===== src/rtl/bus_master_arb.sv =====
// bus_master_arb: round-robin two-port register bus master with single-strobe access, ack wait and timeout
module bus_master_arb #(
  parameter int BUS_ADDR_WIDTH = 16,
  parameter int BUS_DATA_WIDTH = 32,
  parameter int BUS_IN_WIDTH = BUS_ADDR_WIDTH + BUS_DATA_WIDTH + 4,
  parameter int BUS_OUT_WIDTH = BUS_DATA_WIDTH + 3,
  parameter int TIMEOUT = 16,
  parameter logic [BUS_DATA_WIDTH-1:0] ERR_DATA = '1
) (
  input  logic                      bus_clk,
  input  logic                      bus_reset_l,
  output logic [BUS_IN_WIDTH-1:0]   bus_in,
  input  logic [BUS_OUT_WIDTH-1:0]  bus_out,
  input  logic                      a_req,
  input  logic                      a_we,
  input  logic [BUS_ADDR_WIDTH-1:0] a_addr,
  input  logic [BUS_DATA_WIDTH-1:0] a_wr_data,
  output logic                      a_ack,
  output logic                      a_err,
  output logic [BUS_DATA_WIDTH-1:0] a_rd_data,
  input  logic                      b_req,
  input  logic                      b_we,
  input  logic [BUS_ADDR_WIDTH-1:0] b_addr,
  input  logic [BUS_DATA_WIDTH-1:0] b_wr_data,
  output logic                      b_ack,
  output logic                      b_err,
  output logic [BUS_DATA_WIDTH-1:0] b_rd_data,
  output logic                      irq,
  output logic [7:0]                timeout_cnt
);
  localparam int AW = BUS_ADDR_WIDTH;
  localparam int DW = BUS_DATA_WIDTH;
  localparam int BUS_FIELD_RD_ACK = DW;
  localparam int BUS_FIELD_WR_ACK = DW + 1;
  localparam int BUS_FIELD_IRQ = DW + 2;
  typedef enum logic [1:0] {IDLE, ISSUE, WAIT, DONE} state_t;
  state_t state_q, state_d;
  logic last_b_q, last_b_d, gnt_b_q, gnt_b_d, we_q, we_d, re_q, re_d, wstb_q, wstb_d;
  logic [AW-1:0] addr_q, addr_d;
  logic [DW-1:0] wdata_q, wdata_d, a_rd_q, a_rd_d, b_rd_q, b_rd_d, rdv;
  logic [7:0] cnt_q, cnt_d, tcnt_q, tcnt_d;
  logic a_ack_q, a_ack_d, a_err_q, a_err_d, b_ack_q, b_ack_d, b_err_q, b_err_d;
  logic pick_b, ack_hit, done_go, err_go;
  assign bus_in = {bus_clk, bus_reset_l, re_q, wstb_q, addr_q, wdata_q};
  assign irq = bus_out[BUS_FIELD_IRQ];
  assign timeout_cnt = tcnt_q;
  assign a_ack = a_ack_q;
  assign a_err = a_err_q;
  assign a_rd_data = a_rd_q;
  assign b_ack = b_ack_q;
  assign b_err = b_err_q;
  assign b_rd_data = b_rd_q;
  always_comb begin
    pick_b = b_req && (!a_req || !last_b_q);
    ack_hit = we_q ? bus_out[BUS_FIELD_WR_ACK] : bus_out[BUS_FIELD_RD_ACK];
    state_d = state_q;
    last_b_d = last_b_q;
    gnt_b_d = gnt_b_q;
    we_d = we_q;
    addr_d = addr_q;
    wdata_d = wdata_q;
    re_d = 1'b0;
    wstb_d = 1'b0;
    cnt_d = cnt_q;
    done_go = 1'b0;
    err_go = 1'b0;
    case (state_q)
      IDLE: if (a_req || b_req) begin
        state_d = ISSUE;
        gnt_b_d = pick_b;
        last_b_d = pick_b;
        we_d = pick_b ? b_we : a_we;
        addr_d = (pick_b ? b_addr : a_addr) & ~AW'(3);
        wdata_d = pick_b ? b_wr_data : a_wr_data;
        re_d = !we_d;
        wstb_d = we_d;
      end
      ISSUE: begin
        cnt_d = 8'd1;
        done_go = ack_hit;
        state_d = ack_hit ? DONE : WAIT;
      end
      WAIT: begin
        err_go = !ack_hit && cnt_q == 8'(TIMEOUT);
        done_go = ack_hit || err_go;
        state_d = done_go ? DONE : WAIT;
        cnt_d = done_go ? cnt_q : cnt_q + 8'd1;
      end
      default: state_d = IDLE;
    endcase
    tcnt_d = (err_go && tcnt_q != 8'hFF) ? tcnt_q + 8'd1 : tcnt_q;
    rdv = err_go ? ERR_DATA : (we_q ? '0 : bus_out[DW-1:0]);
    a_ack_d = done_go && !gnt_b_q;
    a_err_d = a_ack_d && err_go;
    a_rd_d = a_ack_d ? rdv : '0;
    b_ack_d = done_go && gnt_b_q;
    b_err_d = b_ack_d && err_go;
    b_rd_d = b_ack_d ? rdv : '0;
  end
  always_ff @(posedge bus_clk or negedge bus_reset_l) begin
    if (!bus_reset_l) begin
      state_q <= IDLE;
      last_b_q <= 1'b1;
      gnt_b_q <= 1'b0;
      we_q <= 1'b0;
      re_q <= 1'b0;
      wstb_q <= 1'b0;
      addr_q <= '0;
      wdata_q <= '0;
      cnt_q <= '0;
      tcnt_q <= '0;
      a_ack_q <= 1'b0;
      a_err_q <= 1'b0;
      a_rd_q <= '0;
      b_ack_q <= 1'b0;
      b_err_q <= 1'b0;
      b_rd_q <= '0;
    end else begin
      state_q <= state_d;
      last_b_q <= last_b_d;
      gnt_b_q <= gnt_b_d;
      we_q <= we_d;
      re_q <= re_d;
      wstb_q <= wstb_d;
      addr_q <= addr_d;
      wdata_q <= wdata_d;
      cnt_q <= cnt_d;
      tcnt_q <= tcnt_d;
      a_ack_q <= a_ack_d;
      a_err_q <= a_err_d;
      a_rd_q <= a_rd_d;
      b_ack_q <= b_ack_d;
      b_err_q <= b_err_d;
      b_rd_q <= b_rd_d;
    end
  end
endmodule


===== config.mk =====
export PLATFORM = sky130hd
export DESIGN_NAME = bus_master_arb
export DESIGN_NICKNAME = d
export VERILOG_FILES = /design/src/rtl/bus_master_arb.sv
export SDC_FILE = /design/constraint.sdc
export NUM_CORES = 1
export LEC_CHECK = 0
export BUFFER_PORTS_ARGS = -buffer_cell sky130_fd_sc_hd__buf_2
export CAP_MARGIN = 20
export CORE_MARGIN = 5
export CORE_UTILIZATION = 47
export DETAILED_ROUTE_END_ITERATION = 8
export GPL_TIMING_DRIVEN = 0
export PLACE_DENSITY_LB_ADDON = 0.2
export SLEW_MARGIN = 20
export SYNTH_ARGS = -nofsm -noshare
export SYNTH_HDL_FRONTEND = slang
export SYNTH_SLANG_ARGS = --single-unit

===== constraint.sdc =====
create_clock -name bus_clk -period 2.5 [get_ports bus_clk]
set_clock_uncertainty 0.2 [all_clocks]
set_input_delay 0.5 -clock bus_clk [delete_from_list [all_inputs] [get_ports bus_clk]]
set_output_delay 0.5 -clock bus_clk [all_outputs]
set_load 0.02 [all_outputs]

==> flow_metrics.env <==
export IMPL_final_util=0.669
export IMPL_final_hold_viol_count=104
export IMPL_ys_top_cells_by_area="dfrtp_1, mux2i_1, nand2_1"
export IMPL_antenna_cells=0
export IMPL_power_density_mw_per_mm2=1080
export IMPL_coreArea_sq_mm=0.0121
export IMPL_worstPathMaxFanout=2
export IMPL_r2r_setup_slack_ps=180
export IMPL_vias_per_cell=4.98
export IMPL_p_comb_frac=0.347
export IMPL_whs_ps=-181
export IMPL_cp_common_cell="clkbuf_16"
export IMPL_endpoint_kind="output port"
export IMPL_synthArstFlopShare=1.00
export IMPL_grt_pass1_vias=5076
export IMPL_drtIter0Drc=376
export IMPL_setup_ws_ps=44.5
export IMPL_portBuffers=258
export IMPL_r2r_end="a_rd_data[9]"
export IMPL_die_w_um=121
export IMPL_worstPathRequired_ps=1800
export IMPL_rsz0062_at_grt="no"
export IMPL_yosys_area_top_type="dfrtp_1"
export IMPL_post_cts_buffers=0
export IMPL_pwr_share_seq=0.348
export IMPL_grt_max_degree=107
export IMPL_die_area_sq_mm=0.0147
export IMPL_die_y_um=121
export IMPL_cts_reportedPaths_clkPinSlew_ps=60
export IMPL_syn_area_sq_mm=0.00582
export IMPL_detail_route_antenna_nets=0
export IMPL_synth_yosys_seq_area_share=0.589
export IMPL_synth_flop_cell="dfrtp_1"
export IMPL_synthDominantCellAreaShare=0.585
export IMPL_synthCells=520
export IMPL_clk_latency_ps=510
export IMPL_post_route_cell_area_sq_mm=0.00807
export IMPL_syn2layout_area_growth_pct=38.7
export IMPL_wl_per_cell_um=16.2
export IMPL_placed_area_sq_mm=0.00736
export IMPL_p_sw_frac=0.382
export IMPL_cp_start_kind="clock port"
export IMPL_seqCellArea_sq_mm=0.00343
export IMPL_outcome="finished with violations"
export IMPL_initial_core_util=0.482
export IMPL_p_int_w=0.00537
export IMPL_worstPathCellList="clkbuf_16, clkbuf_16, buf_4, buf_2"
export IMPL_ys_ff_latch=137
export IMPL_worstSetupPathType="clk2out"
export IMPL_fill_cells=919
export IMPL_max_slew_margin=0.570
export IMPL_path_buf_inv=4
export IMPL_critPathSlowestCell="buf_2"
export IMPL_num_vias=4918
export IMPL_p_clk_frac=0.305
export IMPL_synthTopCellsByCount="dfrtp_1, nand2_1, a21oi_1"
export IMPL_cp_top_family="buffers and inverters"
export IMPL_setup_violations=0
export IMPL_track_usage=0.222
export IMPL_syn_avg_cell_area_sq_um=11.2
export IMPL_slowest_delay_ps=150
export IMPL_multi_input_area_sq_mm=0.00212
export IMPL_hp_class="in2async"
export IMPL_dp_hpwl_um=12200
export IMPL_worstReg2RegStart="state_q[0]"
export IMPL_tightest_slew_ps=646
export IMPL_r2r_cells=6
export IMPL_row_count=40
export IMPL_drc_errors=0
export IMPL_final_max_slew_viol_count=0
export IMPL_cap_violations=0
export IMPL_firstDrtPassIters=5
export IMPL_dp_slack_ps=-49.0
export IMPL_power_switching_w=0.00332
export IMPL_antenna_found_initial=0
export IMPL_finalNetCount=950
export IMPL_vdd_ir_drop_max_uv=634
export IMPL_yosysMostFrequentCell="dfrtp_1"
export IMPL_grt_pass1_wl_um=25500
export IMPL_io_pins=266
export IMPL_place_congestion=0.823
export IMPL_violations="negative hold slack"
export IMPL_leakage_nw=4.32
export IMPL_drive_gt1_frac=0.433
export IMPL_finalWirelength_um=16000
export IMPL_cts_tree="yes"
export IMPL_synth_edf_count=0
export IMPL_arrival_ps=1760
export IMPL_hold_buffers=4
export IMPL_yosys_warnings=0
export IMPL_gr_total_overflow=0
export IMPL_synth_distinct_cells=55
[state kept, by name, indices dropped and copies added (netlist names)]
register	count
wstb_q	1
re_q	1
b_err	1
addr_q	14
last_b_q	1
a_rd_data	32
b_rd_data	32
wdata_q	32
a_ack	1
we_q	1
timeout_cnt	8
state_q	2
cnt_q	8
a_err	1
b_ack	1
gnt_b_q	1
[metal layers]
layer  part of all wire  global-route usage  routed length (um)
met1               0.40               0.269                6390
met2               0.50               0.369                7960
met3              0.080              0.0639                1290
met4              0.021              0.0959                 332
met5                  0                   0                   0
[worst max path at each step]
stage                      from            end  slack, ps  depth (start not counted)
detailed placement   state_q[0]  a_rd_data[22]        -50                          7
global placement    bus_reset_l     bus_in[50]      -1420                          3
floorplan               bus_clk     bus_in[51]        420                          1
finish                  bus_clk     bus_in[51]         40                          4
CTS                       a_req    wdata_q[10]         20                          7
global route         state_q[0]   b_rd_data[9]         30                          7
[layout make-up]
class,instances,share of cell area
flip-flops and latches,137,0.425
clock inverters,13,0.0147
multi-input cells,333,0.263
repair buffers,262,0.171
inverters,12,0.00558
plain buffers,39,0.0293
well taps,168,0.0261
clock buffers,23,0.0648
[per-stage QoR]
step	std cells	hold slack, ps	TNS (ps)	total power [W]
CTS	987	-154	0	0.00876
global placement	947	259	-140870	0.00605
global route	987	-152	0	0.00922
detailed placement	948	178	-541	0.00616
finish	987	-181	0	0.00869
floorplan	521	4.41	0	0.00502
[what timing repair did]
| item | 4_1_cts | 5_1_grt |
|---|---|---|
| endpoints found under the setup margin | 30 | 72 |
| hold endpoints to repair | 33 | 104 |
| gates resized for setup | 3 | 10 |
[layout by cell type (no fill, tap or decap), types with 4 or more instances in the layout]
cell type / instances
nand3_1: 4
o21ai_0: 50
clkbuf_2: 6
buf_2: 266
inv_1: 10
dfrtp_1: 136
buf_4: 7
clkbuf_1: 12
mux2i_1: 48
buf_6: 6
nor2_1: 11
clkinvlp_4: 4
clkbuf_16: 20
a21oi_1: 57
ha_1: 7
nand2_1: 86
a21oi_2: 16
[power groups by stage]
stage | sequential (W) | combinational [W] | clock [W]
global placement | 0.00304 | 0.00295 | 0.0000589
global route | 0.00309 | 0.00332 | 0.00281
detailed placement | 0.00305 | 0.00305 | 0.0000589
finish | 0.00303 | 0.00302 | 0.00265
floorplan | 0.00357 | 0.00141 | 0.0000467
CTS | 0.00303 | 0.00305 | 0.00269
[cell families after synthesis]
family	after synthesis	synth area share
fa+ha+maj	7	0.0150
compound gates	140	0.140
simple gates	127	0.108
buf+inv	51	0.0467
mux	54	0.0952
flops	137	0.589
xor+xnor	3	0.00452
other cells	1	0.000644
[worst reg2reg max path, stage by stage (launching register included)]
cell      delay, ps
dfrtp_1         400
inv_1            80
ha_1            240
and4b_1         230
nand3_1         320
clkbuf_1        550
a21oi_1         150
Note: power is estimated with default switching activity, not from simulation.
